==> config.mk <==
export PLATFORM = sky130hd
export DESIGN_NAME = seg_display_scan
export DESIGN_NICKNAME = d
export VERILOG_FILES = /design/src/rtl/seg_pkg.sv /design/src/rtl/seg_hex_decode.sv /design/src/rtl/seg_display_scan.sv
export SDC_FILE = /design/constraint.sdc
export NUM_CORES = 1
export LEC_CHECK = 0
export ABC_CLOCK_PERIOD_IN_PS = 5620
export CORE_MARGIN = 5
export CORE_UTILIZATION = 30
export DETAILED_ROUTE_END_ITERATION = 10
export PLACE_DENSITY_LB_ADDON = 0.3
export SKIP_LAST_GASP = 1
export SYNTH_ARGS = -nofsm -noshare
export SYNTH_HDL_FRONTEND = slang
export SYNTH_SLANG_ARGS = --single-unit
export TNS_END_PERCENT = 10
==> constraint.sdc <==
create_clock -name clk -period 5.62 [get_ports clk]
set_input_delay 1.686 -clock clk [delete_from_list [all_inputs] [get_ports clk]]
set_output_delay 1.686 -clock clk [all_outputs]
set_load 0.02 [all_outputs]
==> src/rtl/seg_pkg.sv <==
// seg_pkg
//   Shared constants for the seven-segment scan driver.
//   seg_font : active-high {g,f,e,d,c,b,a} pattern for each hex nibble 0..F.
//   seg_off  : active-high pattern of a dark digit.
package seg_pkg;

  localparam logic [6:0] seg_font [16] = '{
    7'h3F, 7'h06, 7'h5B, 7'h4F, 7'h66, 7'h6D, 7'h7D, 7'h07,
    7'h7F, 7'h6F, 7'h77, 7'h7C, 7'h39, 7'h5E, 7'h79, 7'h71
  };

  localparam logic [6:0] seg_off = 7'h00;

endpackage

==> src/rtl/seg_hex_decode.sv <==
// seg_hex_decode
//   Purely combinational hex nibble to seven-segment decoder (active-high).
//   Ports:
//     nibble : 4-bit hex digit
//     seg    : {g,f,e,d,c,b,a} pattern, 1 = segment lit
module seg_hex_decode
  import seg_pkg::*;
(
  input  logic [3:0] nibble,
  output logic [6:0] seg
);

  assign seg = seg_font[nibble];

endmodule

==> src/rtl/seg_display_scan.sv <==
// seg_display_scan
//   Time-multiplexed seven-segment display driver. A shadow register captures
//   the hex value and decimal points; the digits are scanned one per slot of
//   CLK_DIV clocks, with leading-zero blanking, whole-display blinking and a
//   frame pulse. All outputs are registered and update on the slot tick.
//   Ports:
//     clk      : system clock, rising edge
//     rst      : asynchronous, active-low reset
//     value    : hex value, nibble i drives digit i (bits above 4*NUM_DIGITS ignored)
//     load     : single-cycle strobe; value/dp_in are captured on the clock edge
//                where load=1. There is no back-pressure: every strobe is taken.
//     blank_lz : enable leading-zero blanking
//     blink_en : enable whole-display blinking
//     dp_in    : decimal point per digit
//     seg_o    : segments {g,f,e,d,c,b,a} of the active digit
//     dp_o     : decimal point of the active digit
//     an_o     : one-hot digit enable
//     frame_o  : one-cycle pulse once digit NUM_DIGITS-1 has finished its slot
module seg_display_scan
  import seg_pkg::*;
#(
  parameter int NUM_DIGITS     = 6,
  parameter int DATA_W         = 32,
  parameter int CLK_DIV        = 50000,
  parameter int BLINK_FRAMES   = 64,
  parameter bit SEG_ACTIVE_LOW = 1'b1
) (
  input  logic                  clk,
  input  logic                  rst,
  input  logic [DATA_W-1:0]     value,
  input  logic                  load,
  input  logic                  blank_lz,
  input  logic                  blink_en,
  input  logic [NUM_DIGITS-1:0] dp_in,
  output logic [6:0]            seg_o,
  output logic                  dp_o,
  output logic [NUM_DIGITS-1:0] an_o,
  output logic                  frame_o
);

  localparam int IDX_W  = (NUM_DIGITS > 1) ? $clog2(NUM_DIGITS) : 1;
  localparam int PRE_W  = $clog2(CLK_DIV);
  localparam int BCNT_W = (BLINK_FRAMES > 1) ? $clog2(BLINK_FRAMES) : 1;
  localparam int VAL_W  = 4 * NUM_DIGITS;

  // Pin polarity: XOR masks turn active-high internal values into pin levels.
  localparam logic pol = SEG_ACTIVE_LOW;

  logic [VAL_W-1:0]      shadow_val;
  logic [NUM_DIGITS-1:0] shadow_dp;
  logic [PRE_W-1:0]      pre;
  logic [IDX_W-1:0]      idx;
  logic [BCNT_W-1:0]     bcnt;
  logic                  phase;
  logic                  scanning;  // set once the first digit has been driven
  logic                  tick;
  logic                  last_digit;
  logic                  wrap;

  logic [3:0]            nib;
  logic [6:0]            dec_seg;
  logic                  blank;
  logic                  dp_sel;
  logic [NUM_DIGITS-1:0] an_sel;
  logic [NUM_DIGITS:0]   zero_from;  // zero_from[k]: nibbles k..NUM_DIGITS-1 all zero
  logic [6:0]            next_seg;
  logic                  next_dp;
  logic [NUM_DIGITS-1:0] next_an;

  generate
    if (DATA_W > VAL_W) begin : g_unused_hi
      logic unused_hi;
      assign unused_hi = ^value[DATA_W-1:VAL_W];
    end
  endgenerate

  assign tick       = (pre == PRE_W'(CLK_DIV - 1));
  assign last_digit = (idx == IDX_W'(NUM_DIGITS - 1));
  assign wrap       = tick && last_digit;

  // Shadow registers
  always_ff @(posedge clk or negedge rst) begin
    if (!rst) begin
      shadow_val <= '0;
      shadow_dp  <= '0;
    end else if (load) begin
      shadow_val <= value[VAL_W-1:0];
      shadow_dp  <= dp_in;
    end
  end

  // Prescaler and digit index
  always_ff @(posedge clk or negedge rst) begin
    if (!rst) begin
      pre      <= '0;
      idx      <= '0;
      scanning <= 1'b0;
    end else begin
      pre <= tick ? '0 : pre + 1'b1;
      if (tick) begin
        idx      <= last_digit ? '0 : idx + 1'b1;
        scanning <= 1'b1;
      end
    end
  end

  // Blink frame counter; phase flips on the frame wrap so it lines up with digit 0
  always_ff @(posedge clk or negedge rst) begin
    if (!rst) begin
      bcnt  <= '0;
      phase <= 1'b0;
    end else if (!blink_en) begin
      bcnt  <= '0;
      phase <= 1'b0;
    end else if (wrap) begin
      if (bcnt == BCNT_W'(BLINK_FRAMES - 1)) begin
        bcnt  <= '0;
        phase <= ~phase;
      end else begin
        bcnt <= bcnt + 1'b1;
      end
    end
  end

  // Digit select, leading-zero detection and per-digit mux
  always_comb begin
    nib       = 4'h0;
    blank     = 1'b0;
    dp_sel    = 1'b0;
    an_sel    = '0;
    zero_from = '0;
    zero_from[NUM_DIGITS] = 1'b1;
    for (int k = NUM_DIGITS - 1; k >= 0; k--) begin
      zero_from[k] = zero_from[k+1] && (shadow_val[4*k +: 4] == 4'h0);
    end
    for (int k = 0; k < NUM_DIGITS; k++) begin
      if (idx == IDX_W'(k)) begin
        nib       = shadow_val[4*k +: 4];
        dp_sel    = shadow_dp[k];
        an_sel[k] = 1'b1;
        // Digit 0 always shows, so a zero value still reads "0".
        blank     = blank_lz && (k != 0) && zero_from[k];
      end
    end
  end

  seg_hex_decode u_decode (
    .nibble (nib),
    .seg    (dec_seg)
  );

  always_comb begin
    next_seg = blank ? seg_off : dec_seg;
    next_dp  = blank ? 1'b0 : dp_sel;
    // Blanked digits keep their anode; only blinking darkens anodes.
    next_an  = (blink_en && phase) ? '0 : an_sel;
  end

  // Output registers: load on the tick, so digit idx shows one cycle later.
  always_ff @(posedge clk or negedge rst) begin
    if (!rst) begin
      seg_o <= seg_off ^ {7{pol}};
      dp_o  <= pol;
      an_o  <= {NUM_DIGITS{pol}};
    end else if (tick) begin
      seg_o <= next_seg ^ {7{pol}};
      dp_o  <= next_dp ^ pol;
      an_o  <= next_an ^ {NUM_DIGITS{pol}};
    end
  end

  // Frame pulse accompanies the digit-0 outputs of every frame after the first,
  // i.e. it marks the end of digit NUM_DIGITS-1's slot on the pins.
  always_ff @(posedge clk or negedge rst) begin
    if (!rst) begin
      frame_o <= 1'b0;
    end else begin
      frame_o <= tick && (idx == '0) && scanning;
    end
  end

endmodule

==> results of run 1 <==
-- sequential cells by signal, summed over array words and instances (netlist names) --
register and flops:
frame_o 1, bcnt 6, dp_o 1, shadow_val 24, an_o 6, seg_o 7, shadow_dp 6, scanning 1
idx 3, pre 16, phase 1
-- routing by layer --
layer / up-vias / share of wire
li1: 1299 / -
met2: 51 / 0.42
met3: 8 / 0.046
met4: 0 / 0.015
met5: - / 0
met1: 1281 / 0.51
-- final timing paths --
path / from / end / slack, ns / cells after the start
max: dp_o$_DFFE_PN1N_ / dp_o / 2.47 / 1
max in group asynchronous: rst / an_o[0]$_DFFE_PN1N_ / 3.17 / 2
min in group asynchronous: rst / shadow_val[19]$_DFFE_PN0P_ / 1.47 / 1
max reg2reg: idx[1]$_DFFE_PN0N_ / seg_o[3]$_DFFE_PN1N_ / 2.48 / 9
min: scanning$_DFFE_PN0N_ / scanning$_DFFE_PN0N_ / 0.47 / 1
min reg2reg: scanning$_DFFE_PN0N_ / scanning$_DFFE_PN0N_ / 0.47 / 1
-- layout make-up --
type	count	share of cell area
flip-flops and latches	72	0.390
multi-input cells	234	0.377
well taps	168	0.0450
repair buffers	53	0.110
clock buffers	11	0.0541
clock inverters	5	0.0169
inverters	9	0.00723
-- cells in the final DEF, fill, tap and decap left out, types with 4 or more instances in the layout --
cell / n
a21oi_1: 9
a31oi_1: 7
and2_1: 6
and3_1: 7
buf_4: 4
clkbuf_16: 9
clkdlybuf4s50_1: 48
dfrtp_1: 58
dfstp_2: 14
ha_1: 9
inv_1: 9
mux2_2: 31
mux2i_1: 9
nand2_1: 18
nand2b_1: 4
nand3_1: 12
nor2_1: 28
nor2b_1: 5
nor3_1: 5
nor4_1: 4
o211ai_1: 4
o21ai_0: 8
o221a_2: 4
or3_1: 5
xnor2_1: 10
xor2_1: 7
-- kinds of logic after synthesis --
logic type               Yosys count  synth area share
AND/OR/NAND/NOR                  112             0.168
flip-flops                        72             0.491
AO/OA/AOI/OAI                     55             0.115
multiplexers                      41             0.122
buffers and inverters             24            0.0338
XOR/XNOR                          17            0.0402
adder cells (fa/ha/maj)            9            0.0304
-- through the flow --
stage	cell area (sq um)	utilization	hold slack, ns
3_3_place_gp	4340	0.360	0.442
3_5_place_dp	4340	0.360	0.452
2_1_floorplan	3700	-	0.426
4_1_cts	4670	0.387	0.466
5_1_grt	4670	0.387	0.497
6_report	4670	0.387	0.470
-- where the power goes --
part	internal [mW]	switching [mW]	total [mW]	leakage [nW]
Sequential	0.541	0.0166	0.558	0.875
Clock	0.412	0.213	0.625	0.165
Combinational	0.0585	0.0495	0.108	0.846
Total	1.01	0.280	1.29	1.89
==> summary.txt, run 1 <==
Status
  • Status: finished, final reports clean

Routing
  • Final WL: 7850 um
  • WL per Instance: 14.2 um
  • DR pass1 iterations: 4
  • Routed vias/inst: 4.78
  • 1st-iter DRT viols: 81
  • Vias post-DR: 2639
  • Number of remaining DRC errors: 0
  • Post-DRT Antenna Nets: 0

Floorplan
  • Initial Utilization: 0.307
  • CORE AREA: 12100 sq um
  • Ports: 58
  • Die Area: 14700 sq um
  • Die Wd: 121 um
  • Die height: 121 um
  • # rows: 40

Timing
  • Max-slew violation count: 0
  • Fin crit share: 0.561
  • Worst-Margin Slew: 0.882 ns
  • Final clock skew: 0.00477 ns
  • Tmin final: 3.15 ns
  • Final Setup Violations: 0
  • RSZ-0062 raised after global routing: false
  • Sum Neg Setup Slack: 0 ns
  • Worst relative slew slack: 0.411
  • Maximum clock frequency: 317 MHz
  • Final hold violation count: 0
  • Worst setup margin: 2.47 ns

Cells and area
  • Nets@finish: 431
  • Fin cells: 552
  • Filler Cell Count: 1176
  • P&R area growth vs syn: 26.1%
  • Share of layout cells above drive strength 1: 0.216
  • Multi-input combinational cell area: 1760 sq um
  • Register area: 1820 sq um
  • Antenna Diode Count: 0

Critical path
  • Crit path max fanout: 2
  • Worst path max stage delay: 0.61 ns
  • WP data required: 3.93 ns
  • Crit end category: output pin
  • WS Path Type: reg -> out
  • CP max-delay cell: clkdlybuf4s50_1
  • Crit path cell chain: clkdlybuf4s50_1
  • Worst Path Arrival: 1.47 ns
  • Startpoint Class: flop
  • Buf+Inv Stages, Crit Path: 1
  • Cell family contributing the most delay on the critical path: buffers and inverters

Pwr
  • Tot Pwr: 1.29 mW
  • Worst VDD drop: 0.171 mV
  • P_leak: 1.89 nW
  • PD cells: 276 nW/um^2

Place
  • DP HPWL: 5750 um
  • Post-placement cell count: 536
  • GPL Wtd Cong: 0.802
  • DP Worst Slack: 2.52 ns
  • I/O Buffers: 49

Global routing
  • Grt ovf: 0
  • Overall routing resource usage: 0.118
  • Busiest grt layer: met2
  • Initial antenna violation count: 0
  • Grt met1 use: 0.169
  • Largest net degree at the start of global routing: 41
  • Vias in the first global route: 2772
  • First-pass GRT wire length: 13900 um
  • Met2 Use GR: 0.172
  • Met3 Use GR: 0.0275

Clock tree
  • CTS Hold Bufs: 0
  • Max Root-Sink Buffers: 2
  • Number of setup buffers added after CTS: 0
  • CTS tree: built
  • Clock Latency Late Sink: 0.33 ns
  • H-tree depth: 3
  • Clock-pin slew on the worst setup and hold paths: 0.05 ns
  • Clk sinks: 72
  • PostCTS Resize Cnt: 0
  • Clock buffer count from CTS: 9
  • Root buf cell: clkbuf_16

Synth
  • List of most frequent post-synthesis cells: dfrtp_1 (58), mux2_2 (31), nor2_1 (28)
  • Yosys Warn Count: 0
  • Top-count cell post-synth: dfrtp_1
  • Post-Syn Area: 3700 sq um
  • Post-synth top area share: 0.392
  • Post-synth top flop: dfrtp_1
  • Synth area leader: dfrtp_1
  • Post-Synthesis Cells: 330
  • Sequential cell area fraction in the yosys report: 0.491
  • Post-synth cell types: 57
  • Synthesized Nets: 382
  • Post-synth EDFFs: 0
  • Post-synth ARST share: 1.00
  • Ranking of synthesized cells by area: dfrtp_1 (39%), dfstp_2 (9.9%), mux2_2 (9.4%)
  • Synthesized flop and latch total: 72
  • Mean area per synthesized cell: 11.2 sq um

Run
  • Max-cap violations: 0

Worst hold path
  • Min-Delay Path Class: reg -> reg
No activity file was read; power rests on OpenSTA's default activity.
==> run 2: changes to the inputs <==
--- a/config.mk
+++ b/config.mk
@@ -5,7 +5,7 @@
 export SDC_FILE = /design/constraint.sdc
 export NUM_CORES = 1
 export LEC_CHECK = 0
-export ABC_CLOCK_PERIOD_IN_PS = 5620
+export ABC_CLOCK_PERIOD_IN_PS = 2700
 export CORE_MARGIN = 5
 export CORE_UTILIZATION = 30
 export DETAILED_ROUTE_END_ITERATION = 10
==> constraint.sdc (replaced) <==
create_clock -name clk -period 2.7 [get_ports clk]
set_input_delay 0.81 -clock clk [delete_from_list [all_inputs] [get_ports clk]]
set_output_delay 0.81 -clock clk [all_outputs]
set_load 0.02 [all_outputs]
==> summary.txt, run 2 (synthesis results as in run 1) <==
Floorplan
  • Initial Utilization: 0.307
  • # rows: 40
  • Die Wd: 121 um
  • Ports: 58
  • Die height: 121 um
  • CORE AREA: 12100 sq um
  • Die Area: 14700 sq um

Critical path
  • Startpoint Class: flop
  • WS Path Type: reg -> reg
  • Setup slack, reg-to-reg: 0.29 ns
  • Worst Path Arrival: 2.66 ns
  • Crit path max fanout: 12
  • WP data required: 2.95 ns
  • Crit end category: flop

Global routing
  • Grt met1 use: 0.164
  • Grt ovf: 0
  • First-pass GRT wire length: 14100 um
  • Busiest grt layer: met2
  • Largest net degree at the start of global routing: 32
  • Met2 Use GR: 0.190
  • Initial antenna violation count: 0
  • Met3 Use GR: 0.0191
  • Vias in the first global route: 2913
  • Overall routing resource usage: 0.121

Pwr
  • Worst VDD drop: 0.227 mV
  • P_leak: 1.92 nW
  • PD cells: 552 nW/um^2
  • Tot Pwr: 2.62 mW

Timing
  • Final clock skew: 0.00642 ns
  • Hold WS: 0.460 ns
  • Final Setup Violations: 0
  • Fin crit share: 0.892
  • Maximum clock frequency: 415 MHz
  • Worst setup margin: 0.292 ns
  • Sum Neg Setup Slack: 0 ns
  • Tmin final: 2.41 ns
  • Max-slew violation count: 0
  • RSZ-0062 raised after global routing: false
  • Final hold violation count: 0
  • Worst-Margin Slew: 0.621 ns
  • Worst relative slew slack: 0.586

Cells and area
  • Commonest non-fill, non-tap cell in the layout: dfrtp_1
  • Share of layout cells above drive strength 1: 0.238
  • P&R area growth vs syn: 28.1%
  • Antenna Diode Count: 0
  • Fin cells: 559
  • Filler Cell Count: 1194
  • Number of flip-flops under the largest register name: 24
  • Largest registers: shadow_val x24, pre x16, seg_o x7
  • Nets@finish: 438
  • Most frequent cells in the layout: dfrtp_1 (58), clkdlybuf4s50_1 (48), mux2_2 (31), nor2_1 (28), nand2_1 (18)
  • Largest Register: shadow_val

Place
  • GPL Wtd Cong: 0.836
  • DP Worst Slack: 0.311 ns
  • I/O Buffers: 49
  • DP HPWL: 6150 um
  • Post-placement cell count: 543

Clock tree
  • Clock buffer count from CTS: 9
  • CTS tree: built
  • Max Root-Sink Buffers: 2
  • Clock-pin slew on the worst setup and hold paths: 0.06 ns
  • CTS Hold Bufs: 0
  • PostCTS Resize Cnt: 0
  • Clk sinks: 72
  • Clock Latency Late Sink: 0.33 ns
  • H-tree depth: 3
  • Root buf cell: clkbuf_16
  • Number of setup buffers added after CTS: 0

Routing
  • DR pass1 iterations: 4
  • Final WL: 8230 um
  • Vias post-DR: 2719
  • 1st-iter DRT viols: 103
  • Routed vias/inst: 4.86
  • WL per Instance: 14.7 um
  • Post-DRT Antenna Nets: 0
  • Number of remaining DRC errors: 0

Status
  • Status: finished, final reports clean

Worst hold path
  • Min-Delay Path Class: reg -> reg

Run
  • Max-cap violations: 0
[run 2: cell types whose count changed in the layout (fill, tap and decap cells not counted), moves of 2 or more]
cell    change
buf_12      +2
ha_2        +2
buf_4       +5
ha_1        -2
[run 2: critical path, cell delays in order, from the launching register on]
cell and delay, ns:
dfrtp_1 0.48, inv_1 0.10, ha_2 0.28, a221o_1 0.33
a21oi_4 0.29, inv_2 0.08, ha_2 0.22, or3_1 0.37
a31oi_1 0.18
[run 2: per-layer routing]
metal,vias up,wire (um)
met1,1356,4010
met5,-,0
li1,1306,-
met2,44,3790
met4,0,165
met3,13,261
[run 2: final timing paths]
path	from	to	cells after the start
max	idx[2]$_DFFE_PN0N_	seg_o[2]$_DFFE_PN1N_	8
min	scanning$_DFFE_PN0N_	scanning$_DFFE_PN0N_	1
max reg2reg	idx[2]$_DFFE_PN0N_	seg_o[2]$_DFFE_PN1N_	8
min reg2reg	scanning$_DFFE_PN0N_	scanning$_DFFE_PN0N_	1
max in group asynchronous	rst	an_o[1]$_DFFE_PN1N_	2
min in group asynchronous	rst	shadow_val[15]$_DFFE_PN0P_	1
[run 2: where the power goes]
group	total, mW	switching [mW]	internal (mW)
sequential	1.16	0.0355	1.13
clock	1.22	0.429	0.787
combinational	0.239	0.108	0.131
[run 2: stage by stage]
step,utilization,cell area (sq um)
final,0.393,4740
after global routing,0.393,4740
after CTS,0.393,4740
after detailed placement,0.368,4430
after global placement,0.368,4430
after floorplan,-,3740
[run 2: area by class of cell]
type | instances | area [sq um] | share of cell area
inverters | 9 | 33.8 | 0.00712
multi-input cells | 234 | 1780 | 0.375
flip-flops and latches | 72 | 1820 | 0.384
well taps | 168 | 210 | 0.0443
clock inverters | 3 | 40.0 | 0.00844
repair buffers | 60 | 593 | 0.125
clock buffers | 13 | 270 | 0.0570
